### src/rtl/fetch_ctrl_if.sv
// Fetch bus bundle: instruction-memory port, branch redirect input and the
// valid/ready handshake toward decode. The master side is the fetch sequencer.
interface fetch_ctrl_if #(
   parameter int XLEN = 64
);
   logic [XLEN-1:0] imem_addr;
   logic [31:0]     imem_instr;
   logic            redirect_valid;
   logic [XLEN-1:0] redirect_pc;
   logic            out_valid;
   logic [31:0]     out_instr;
   logic [XLEN-1:0] out_pc;
   logic            out_ready;

   modport master (
      output imem_addr, out_valid, out_instr, out_pc,
      input  imem_instr, redirect_valid, redirect_pc, out_ready
   );

   modport slave (
      input  imem_addr, out_valid, out_instr, out_pc,
      output imem_instr, redirect_valid, redirect_pc, out_ready
   );
endinterface

### src/rtl/fetch_ctrl.sv
// Instruction-fetch sequencer. Owns the PC, reads the combinational
// instruction memory every cycle, buffers {pc, instr} pairs in a small FIFO
// and presents the head to decode. Redirects flush the buffer and reload the
// PC; fetching past the end of instruction memory parks the sequencer in
// HALT_OOB until the next redirect or reset.
module fetch_ctrl #(
   parameter int              XLEN       = 64,
   parameter logic [XLEN-1:0] RESET_PC   = '0,
   parameter int              FIFO_DEPTH = 2,
   parameter int              IMEM_AW    = 8
) (
   input  logic         clk,
   input  logic         rst,
   input  logic         fetch_en,
   fetch_ctrl_if.master bus,
   output logic         align_err,
   output logic         oob,
   output logic [31:0]  fetch_cnt
);

   localparam int PTR_W = $clog2(FIFO_DEPTH);
   localparam int CNT_W = PTR_W + 1;
   localparam logic [CNT_W-1:0] DEPTH_C = CNT_W'(FIFO_DEPTH);

   typedef enum logic {
      RUN      = 1'b0,
      HALT_OOB = 1'b1
   } state_t;

   // Control state
   state_t           state_q, state_d;
   logic [XLEN-1:0]  pc_q, pc_d;
   logic [PTR_W-1:0] rd_ptr_q, rd_ptr_d;
   logic [PTR_W-1:0] wr_ptr_q, wr_ptr_d;
   logic [CNT_W-1:0] cnt_q, cnt_d;
   logic             align_err_q, align_err_d;
   logic [31:0]      fetch_cnt_q, fetch_cnt_d;

   // FIFO payload (data only, never reset)
   logic [31:0]      instr_q [FIFO_DEPTH];
   logic [31:0]      instr_d [FIFO_DEPTH];
   logic [XLEN-1:0]  epc_q   [FIFO_DEPTH];
   logic [XLEN-1:0]  epc_d   [FIFO_DEPTH];

   logic empty;
   logic full;
   logic in_range;
   logic pop;
   logic push;
   logic fetch_try;

   // Buffer status and the push/pop qualifiers for this cycle.
   always_comb begin
      empty     = (cnt_q == '0);
      full      = (cnt_q == DEPTH_C);
      // Word index below 2^IMEM_AW <=> no bits set above the index field.
      in_range  = (pc_q[XLEN-1:IMEM_AW+2] == '0);
      pop       = !empty && bus.out_ready;
      fetch_try = (state_q == RUN) && fetch_en && !bus.redirect_valid;
      push      = fetch_try && in_range && (!full || pop);
   end

   // Next-state logic: redirect overrides everything else.
   always_comb begin
      state_d     = state_q;
      pc_d        = pc_q;
      rd_ptr_d    = rd_ptr_q;
      wr_ptr_d    = wr_ptr_q;
      cnt_d       = cnt_q;
      align_err_d = 1'b0;
      fetch_cnt_d = fetch_cnt_q;
      instr_d     = instr_q;
      epc_d       = epc_q;

      if (bus.redirect_valid) begin
         // Any pop this cycle is consumed by decode and then flushed with the rest.
         rd_ptr_d    = '0;
         wr_ptr_d    = '0;
         cnt_d       = '0;
         pc_d        = {bus.redirect_pc[XLEN-1:2], 2'b00};
         align_err_d = (bus.redirect_pc[1:0] != 2'b00);
         state_d     = RUN;
      end else begin
         if (push) begin
            instr_d[wr_ptr_q] = bus.imem_instr;
            epc_d[wr_ptr_q]   = pc_q;
            wr_ptr_d          = wr_ptr_q + PTR_W'(1);
            pc_d              = pc_q + XLEN'(4);
            fetch_cnt_d       = fetch_cnt_q + 32'd1;
         end
         if (pop) begin
            rd_ptr_d = rd_ptr_q + PTR_W'(1);
         end
         unique case ({push, pop})
            2'b10:   cnt_d = cnt_q + CNT_W'(1);
            2'b01:   cnt_d = cnt_q - CNT_W'(1);
            default: cnt_d = cnt_q;
         endcase
         // Trying to fetch past the end of memory parks the sequencer; pc holds.
         if (fetch_try && !in_range) begin
            state_d = HALT_OOB;
         end
      end
   end

   // Control registers with synchronous reset; also the FSM state register.
   always_ff @(posedge clk) begin
      if (rst) begin
         state_q     <= RUN;
         pc_q        <= RESET_PC;
         rd_ptr_q    <= '0;
         wr_ptr_q    <= '0;
         cnt_q       <= '0;
         align_err_q <= 1'b0;
         fetch_cnt_q <= '0;
      end else begin
         state_q     <= state_d;
         pc_q        <= pc_d;
         rd_ptr_q    <= rd_ptr_d;
         wr_ptr_q    <= wr_ptr_d;
         cnt_q       <= cnt_d;
         align_err_q <= align_err_d;
         fetch_cnt_q <= fetch_cnt_d;
      end
   end

   // FIFO payload storage; validity is tracked entirely by the control registers.
   always_ff @(posedge clk) begin
      instr_q <= instr_d;
      epc_q   <= epc_d;
   end

   // Outputs: head of the FIFO is zeroed while empty so decode never sees stale data.
   always_comb begin
      bus.imem_addr = pc_q;
      bus.out_valid = !empty;
      bus.out_instr = empty ? 32'd0 : instr_q[rd_ptr_q];
      bus.out_pc    = empty ? '0    : epc_q[rd_ptr_q];
      align_err     = align_err_q;
      oob           = (state_q == HALT_OOB);
      fetch_cnt     = fetch_cnt_q;
   end

endmodule

### src/flat_wrapper.sv
// flat-port wrapper written by rule: the top's interface ports become plain ports
module fetch_ctrl_flat 
#(
   parameter int              XLEN       = 64,
   parameter logic [XLEN-1:0] RESET_PC   = '0,
   parameter int              FIFO_DEPTH = 2,
   parameter int              IMEM_AW    = 8
)
  (clk, rst, fetch_en, align_err, oob, fetch_cnt, bus_imem_addr, bus_out_valid, bus_out_instr, bus_out_pc, bus_imem_instr, bus_redirect_valid, bus_redirect_pc, bus_out_ready);
  fetch_ctrl_if #(.XLEN(XLEN)) bus_i ();
  input  logic clk;
  input  logic rst;
  input  logic fetch_en;
  output logic align_err;
  output logic oob;
  output logic [31:0] fetch_cnt;
  output wire logic [$bits(bus_i.imem_addr)-1:0] bus_imem_addr;
  output wire logic [$bits(bus_i.out_valid)-1:0] bus_out_valid;
  output wire logic [$bits(bus_i.out_instr)-1:0] bus_out_instr;
  output wire logic [$bits(bus_i.out_pc)-1:0] bus_out_pc;
  input wire logic [$bits(bus_i.imem_instr)-1:0] bus_imem_instr;
  input wire logic [$bits(bus_i.redirect_valid)-1:0] bus_redirect_valid;
  input wire logic [$bits(bus_i.redirect_pc)-1:0] bus_redirect_pc;
  input wire logic [$bits(bus_i.out_ready)-1:0] bus_out_ready;
  assign bus_imem_addr = bus_i.imem_addr;
  assign bus_out_valid = bus_i.out_valid;
  assign bus_out_instr = bus_i.out_instr;
  assign bus_out_pc = bus_i.out_pc;
  assign bus_i.imem_instr = bus_imem_instr;
  assign bus_i.redirect_valid = bus_redirect_valid;
  assign bus_i.redirect_pc = bus_redirect_pc;
  assign bus_i.out_ready = bus_out_ready;
  fetch_ctrl #(.XLEN(XLEN), .RESET_PC(RESET_PC), .FIFO_DEPTH(FIFO_DEPTH), .IMEM_AW(IMEM_AW)) u_core (.clk(clk), .rst(rst), .fetch_en(fetch_en), .bus(bus_i), .align_err(align_err), .oob(oob), .fetch_cnt(fetch_cnt));
endmodule
### config.mk
export PLATFORM = sky130hd
export DESIGN_NAME = fetch_ctrl_flat
export DESIGN_NICKNAME = d
export VERILOG_FILES = /design/src/rtl/fetch_ctrl_if.sv /design/src/rtl/fetch_ctrl.sv /design/src/flat_wrapper.sv
export SDC_FILE = /design/constraint.sdc
export NUM_CORES = 1
export LEC_CHECK = 0
export CORE_ASPECT_RATIO = 1.1
export CORE_UTILIZATION = 49
export DETAILED_ROUTE_END_ITERATION = 16
export GPL_TIMING_DRIVEN = 1
export HOLD_SLACK_MARGIN = 0.03
export PLACE_DENSITY = 0.87
export SLEW_MARGIN = 20
export SYNTH_ARGS = -nofsm -noshare
export SYNTH_HDL_FRONTEND = slang
export SYNTH_SLANG_ARGS = --single-unit
### constraint.sdc
create_clock -name clk -period 9.05 [get_ports clk]
set_input_delay 1.3575 -clock clk [delete_from_list [all_inputs] [get_ports clk]]
set_output_delay 1.3575 -clock clk [all_outputs]
set_load 0.05 [all_outputs]
# [After elaboration in Yosys (flattened, before gate mapping)]
# Index checks and enable logic that the tools add are counted.
[totals] ff_bits=294 out_inout_bits=195 word_cells=65
[op_classes] addsub=6 n_lt_le_gt_ge=3 n_eq_ne=3 n_mux=17 n_bitwise=4 n_reduce_logical=20
[ops] operator="$mux W64" count=7
[ops] operator="$mux W32" count=5
[ops] operator="$bwmux W128" count=1
[ops] operator="$add A64 B3 Y64 const B" count=1
[ops] operator="$bwmux W64" count=1
[ops] operator="$demux W64 S1" count=1
[ops] operator="$logic_not A54 Y1" count=1
[ops] operator="$add A32 B1 Y32 const B" count=1
[ops] operator="$demux W32 S1" count=1
[ops] operator="$logic_and A1 B1 Y1" count=7
[ops] operator="$reduce_bool A2 Y1" count=3
[ops] operator="$eq A2 B2 Y1 const B" count=2
[ops] operator="$ge A2 B2 Y1 const B" count=2
[ops] operator="$logic_not A1 Y1" count=4
[ops] operator="$not A1 Y2" count=2
[ops] operator="$pmux W2 S2" count=1
[ops] operator="$reduce_or A2 Y1" count=2
[ops] operator="$add A1 B1 Y1 const B" count=2
[ops] operator="$add A2 B1 Y2 const B" count=1
[ops] operator="$eq A2 B1 Y1 const B" count=1
[ops] operator="$logic_not A2 Y1" count=1
[ops] operator="$lt A2 B1 Y1 const B" count=1
[ops] operator="$not A1 Y1" count=2
[ops] operator="$reduce_and A2 Y1" count=1
[ops] operator="2 further kinds" count=2

# [Depth between registers and ports, before layout]
[depth] depth_word=7 ltp_mapped=13

# [Least setup slack after synthesis]
# No wires, ideal clock.
[synth_timing] kind="input port to flip-flop" startpoint="input bus_redirect_valid" endpoint="register u_core.epc_q[100] in the netlist's numbering, enable pin" setup_ns=0.547 t_arrival_ns=6.557 required_ns=8.503 setup_slack_ns=1.945 path_stages=9 path_buffers=3 path_cell_list="clkbuf_1 -> inv_1 -> and3_1 -> buf_2 -> clkbuf_1 -> nand3_1 -> nor2_1 -> nand2_1 -> nor2_1"
[synth_between] elab_chain_cells=5 elab_cells_between_ends=6 classes_between="bitwise (1); reduce/logical (5)"
[synth_lines] item="start, declared" line="flat_wrapper.sv:22" source="input wire logic [$bits(bus_i.redirect_valid)-1:0] bus_redirect_valid;"
[synth_lines] item="$logic_not A1 Y1" line="fetch_ctrl.sv:59" source="fetch_try = (state_q == RUN) && fetch_en && !bus.redirect_valid;"
[synth_lines] item="$logic_and A1 B1 Y1" line="fetch_ctrl.sv:59"
[synth_lines] item="$logic_and A1 B1 Y1 (2 in a row)" line="fetch_ctrl.sv:60" source="push = fetch_try && in_range && (!full || pop);"
[synth_lines] item="$reduce_and A2 Y1 (no source line) (*)"
[synth_lines] item="end signal, assigned" line="fetch_ctrl.sv:130" source="epc_q <= epc_d;"
[synth_lines] item="end, declared" line="fetch_ctrl.sv:42" source="logic [XLEN-1:0] epc_q [FIFO_DEPTH];"
# Every way passes the cells marked *; elsewhere a longest branch is shown, timed or not.
# A chain may end at the register's enable or synchronous reset.

# [Worst setup path in the final report]
[layout_timing] startpoint="input fetch_en" endpoint="register u_core.epc_q[119] in the netlist's numbering, enable pin"
[layout_between] elab_chain_cells=5
[layout_lines] item="start, declared" line="flat_wrapper.sv:13" source="input logic fetch_en;"
[layout_lines] item="$logic_and A1 B1 Y1 (2 in a row)" line="fetch_ctrl.sv:59"
[layout_lines] item="$logic_and A1 B1 Y1 (2 in a row)" line="fetch_ctrl.sv:60"
[layout_lines] item="$reduce_and A2 Y1 (no source line)"
# Every way passes these cells.

==> impl_metrics.tcl <==
set metrics [dict create \
    cts.clk_slew.worst_paths_ns 0.06 \
    grt_max_degree 102 \
    drt_iter0_drc 454 \
    rsz0062_at_grt "no" \
    holdBufCountCts 0 \
    max-vdd-ir-drop_mv 0.151 \
    required_ns 9.20 \
    cp.arrival_ns 4.94 \
    yosysSeqAreaShare 0.675 \
    fin_setup_tns_ns 0 \
    avgViaCountPerCell 5.39 \
    worstSkewPairLatency_ns 0.53 \
    synth_warnings 0 \
    start_util 0.506 \
    cts_tree "yes" \
    critPathMaxFanout 63 \
    leakagePower_uw 0.00523 \
    crit_path_end_kind "flip-flop" \
    h-tree-depth 1 \
    drc 0 \
    async_flop_share 0 \
    status "completed" \
    io_buffers 291 \
    cts-root-buf "clkbuf_16" \
    cp_cell_sequence "clkdlybuf4s50_1 -> nor2b_1 -> and3_1 -> nand3_1 -> nor2_1 -> nand2_1 -> nor2_4 -> buf_4" \
    postRouteAntennaNets 0 \
    finalCriticalPeriod_ns 4.79 \
    layout.filler_cells 1583 \
    seq_area_sq_mm 0.00765 \
    chipWidth_microns 147 \
    nets 1257 \
    numCtsBuffers 29 \
    path_buf_inv 2 \
    netlist_instances 872 \
    area_growth_pct 36.9 \
    crit_family "simple AND/OR/NAND/NOR gates" \
    grt_overflow 0 \
    setup_viol 0 \
    power_uw 2890 \
    hpwl_mm 18.7 \
    wl_per_cell_microns 19.4 \
    multi_input_area_sq_mm 0.00345 \
    antenna_found_initial 0 \
    netlist_area_sq_mm 0.0113 \
    whs_ns 0.509 \
    slew-limit-headroom 0.396 \
    layout_setup_ws_ns 4.26 \
    dpl_worst_slack_ns 3.81 \
    routed-via-count 7926 \
    ios 296 \
    start_kind "input pin" \
    min_path_type "flip-flop to flip-flop" \
    die_area_sq_mm 0.0237 \
    slew_violations 0 \
    drive_above_1_share 0.0612 \
    tightest_slew_ns 0.906 \
    finalNonFillerCells 1471 \
    max_stage_delay_ns 0.78 \
    dp.cells 1416 \
    gp_congestion 0.793 \
    avgSynthCellArea_sq_um 13.0 \
    postCtsSetupBuffers 0 \
    critPathKind "input pin to flip-flop" \
    row_count 57 \
    die_h_microns 161 \
    grt_pass1_vias 7704 \
    cts_buffer_depth 3 \
    finalHoldViolations 0 \
    n_antenna_cell 0 \
    reg2reg_setup_slack_ns 5.16 \
    drt-pass1-iter-count 4 \
    cts-resized-gates 0 \
    p_per_area_mw_per_mm2 186 \
    yosysUniqueCellTypes 42 \
    cap_violations 0 \
    cts_sinks 288 \
    grt_use_total 0.234 \
    synth-seq-cells 288 \
    finClkSkew_ns 0.00904 \
    synth-main-ff-cell "edfxtp_1" \
    slowest_stage "and3_1" \
    core_area_sq_mm 0.0224 \
    fin_crit_sh 0.529 \
    synth-edff-count 188 \
    wirelength_mm 28.5 \
    fmax_mhz 209 \
    grt_pass1_wl_mm 43.1 \
]
-- sequential cells by signal, summed over array words and instances, names as in the netlist --
| signal | flops |
|---|---|
| u_core.rd_ptr_q | 1 |
| u_core.instr_q | 64 |
| u_core.cnt_q | 2 |
| u_core.fetch_cnt | 32 |
| u_core.bus.imem_addr | 62 |
| u_core.epc_q | 124 |
| u_core.align_err | 1 |
| u_core.wr_ptr_q | 1 |
| u_core.oob | 1 |
-- logic make-up (layout without fill, tap and decap cells) --
group,count (synthesis),in the layout,synth area share
AND/OR/NAND/NOR,295,295,0.124
flip-flops,288,288,0.675
multiplexers,148,148,0.131
buffers and inverters,62,363,0.0231
AO/OA/AOI/OAI,56,56,0.0288
XOR/XNOR,19,19,0.0147
adder cells (fa/ha/maj),3,3,0.00331
other,1,4,0.000331
-- per-stage QoR --
step           instance area [sq um]   util
2_1_floorplan                  11300      -
6_report                       15500  0.692
3_5_place_dp                   14500  0.646
5_1_grt                        15500  0.692
3_3_place_gp                   14500  0.646
4_1_cts                        15500  0.691
-- area by class of cell --
class                      instances  share of cell area
clock buffer                      35              0.0502
clock inverter                    19              0.0150
inverter                          11             0.00266
multi-input combinational        525               0.223
sequential                       288               0.494
tap                              295              0.0238
timing repair buffer             298               0.192
-- final timing paths --
| path | startpoint | endpoint | depth (start not counted) |
|---|---|---|---|
| setup / recovery | fetch_en | u_core.epc_q[119] | 8 |
| hold reg to reg | u_core.bus.imem_addr[59] | u_core.epc_q[123] | 0 |
| hold / removal | u_core.bus.imem_addr[59] | u_core.epc_q[123] | 0 |
| setup reg to reg | u_core.cnt_q[0] | u_core.epc_q[119] | 7 |
-- worst reg2reg max path, delay by kind of cell, from the launching register on --
| kind | cells | cell delay [ns] |
|---|---|---|
| buf+inv | 1 | 0.78 |
| flops | 1 | 0.45 |
| simple gates | 6 | 2.17 |
-- placed cells by master (no fill, tap or decap), types with 4 or more instances in the layout --
cell	n
o31ai_1	6
o21ai_0	13
nand2_1	26
nand4_1	15
nor2_1	169
inv_1	11
edfxtp_1	188
and3_1	5
a31oi_1	5
dfxtp_1	99
nand3_1	11
buf_4	6
clkbuf_16	29
or3_1	14
nor4_1	14
mux2i_1	148
conb_1	4
clkinv_2	7
bufinv_16	5
or4_1	9
and2_1	7
a21oi_1	24
xor2_1	10
nor3_1	8
xnor2_1	9
clkdlybuf4s50_1	289
-- metal layers --
metal | global-route usage | vias to the layer above | part of all wire
li1 | - | 3741 | -
met3 | 0.0438 | 49 | 0.069
met2 | 0.420 | 312 | 0.51
met4 | 0.0722 | 0 | 0.026
met1 | 0.286 | 3824 | 0.40
met5 | 0 | - | 0
-- synth_stat cells (all sizes together) (6+ instances only) --
master / count / area [sq um]
and3: 6 / 37.5
o31ai: 6 / 45.0
mux2i: 148 / 1480
or3: 14 / 87.6
or4: 9 / 67.6
o21ai: 13 / 65.1
nand2: 27 / 104
nand4: 18 / 131
xor2: 10 / 87.6
nor2: 171 / 642
and2: 7 / 43.8
nor4: 15 / 109
inv: 11 / 41.3
buf: 19 / 100
nand3: 14 / 92.6
nor3: 9 / 50.1
a21oi: 24 / 120
edfxtp: 188 / 5650
xnor2: 9 / 78.8
clkbuf: 32 / 120
dfxtp: 100 / 2000
-- power breakdown --
part | leakage (uW) | switching [uW] | internal (uW)
Clock | 0.000493 | 488 | 755
Combinational | 0.00223 | 115 | 85.0
Sequential | 0.00251 | 26.4 | 1420
Total | 0.00523 | 630 | 2260
Power figures use the tool's default switching activity.
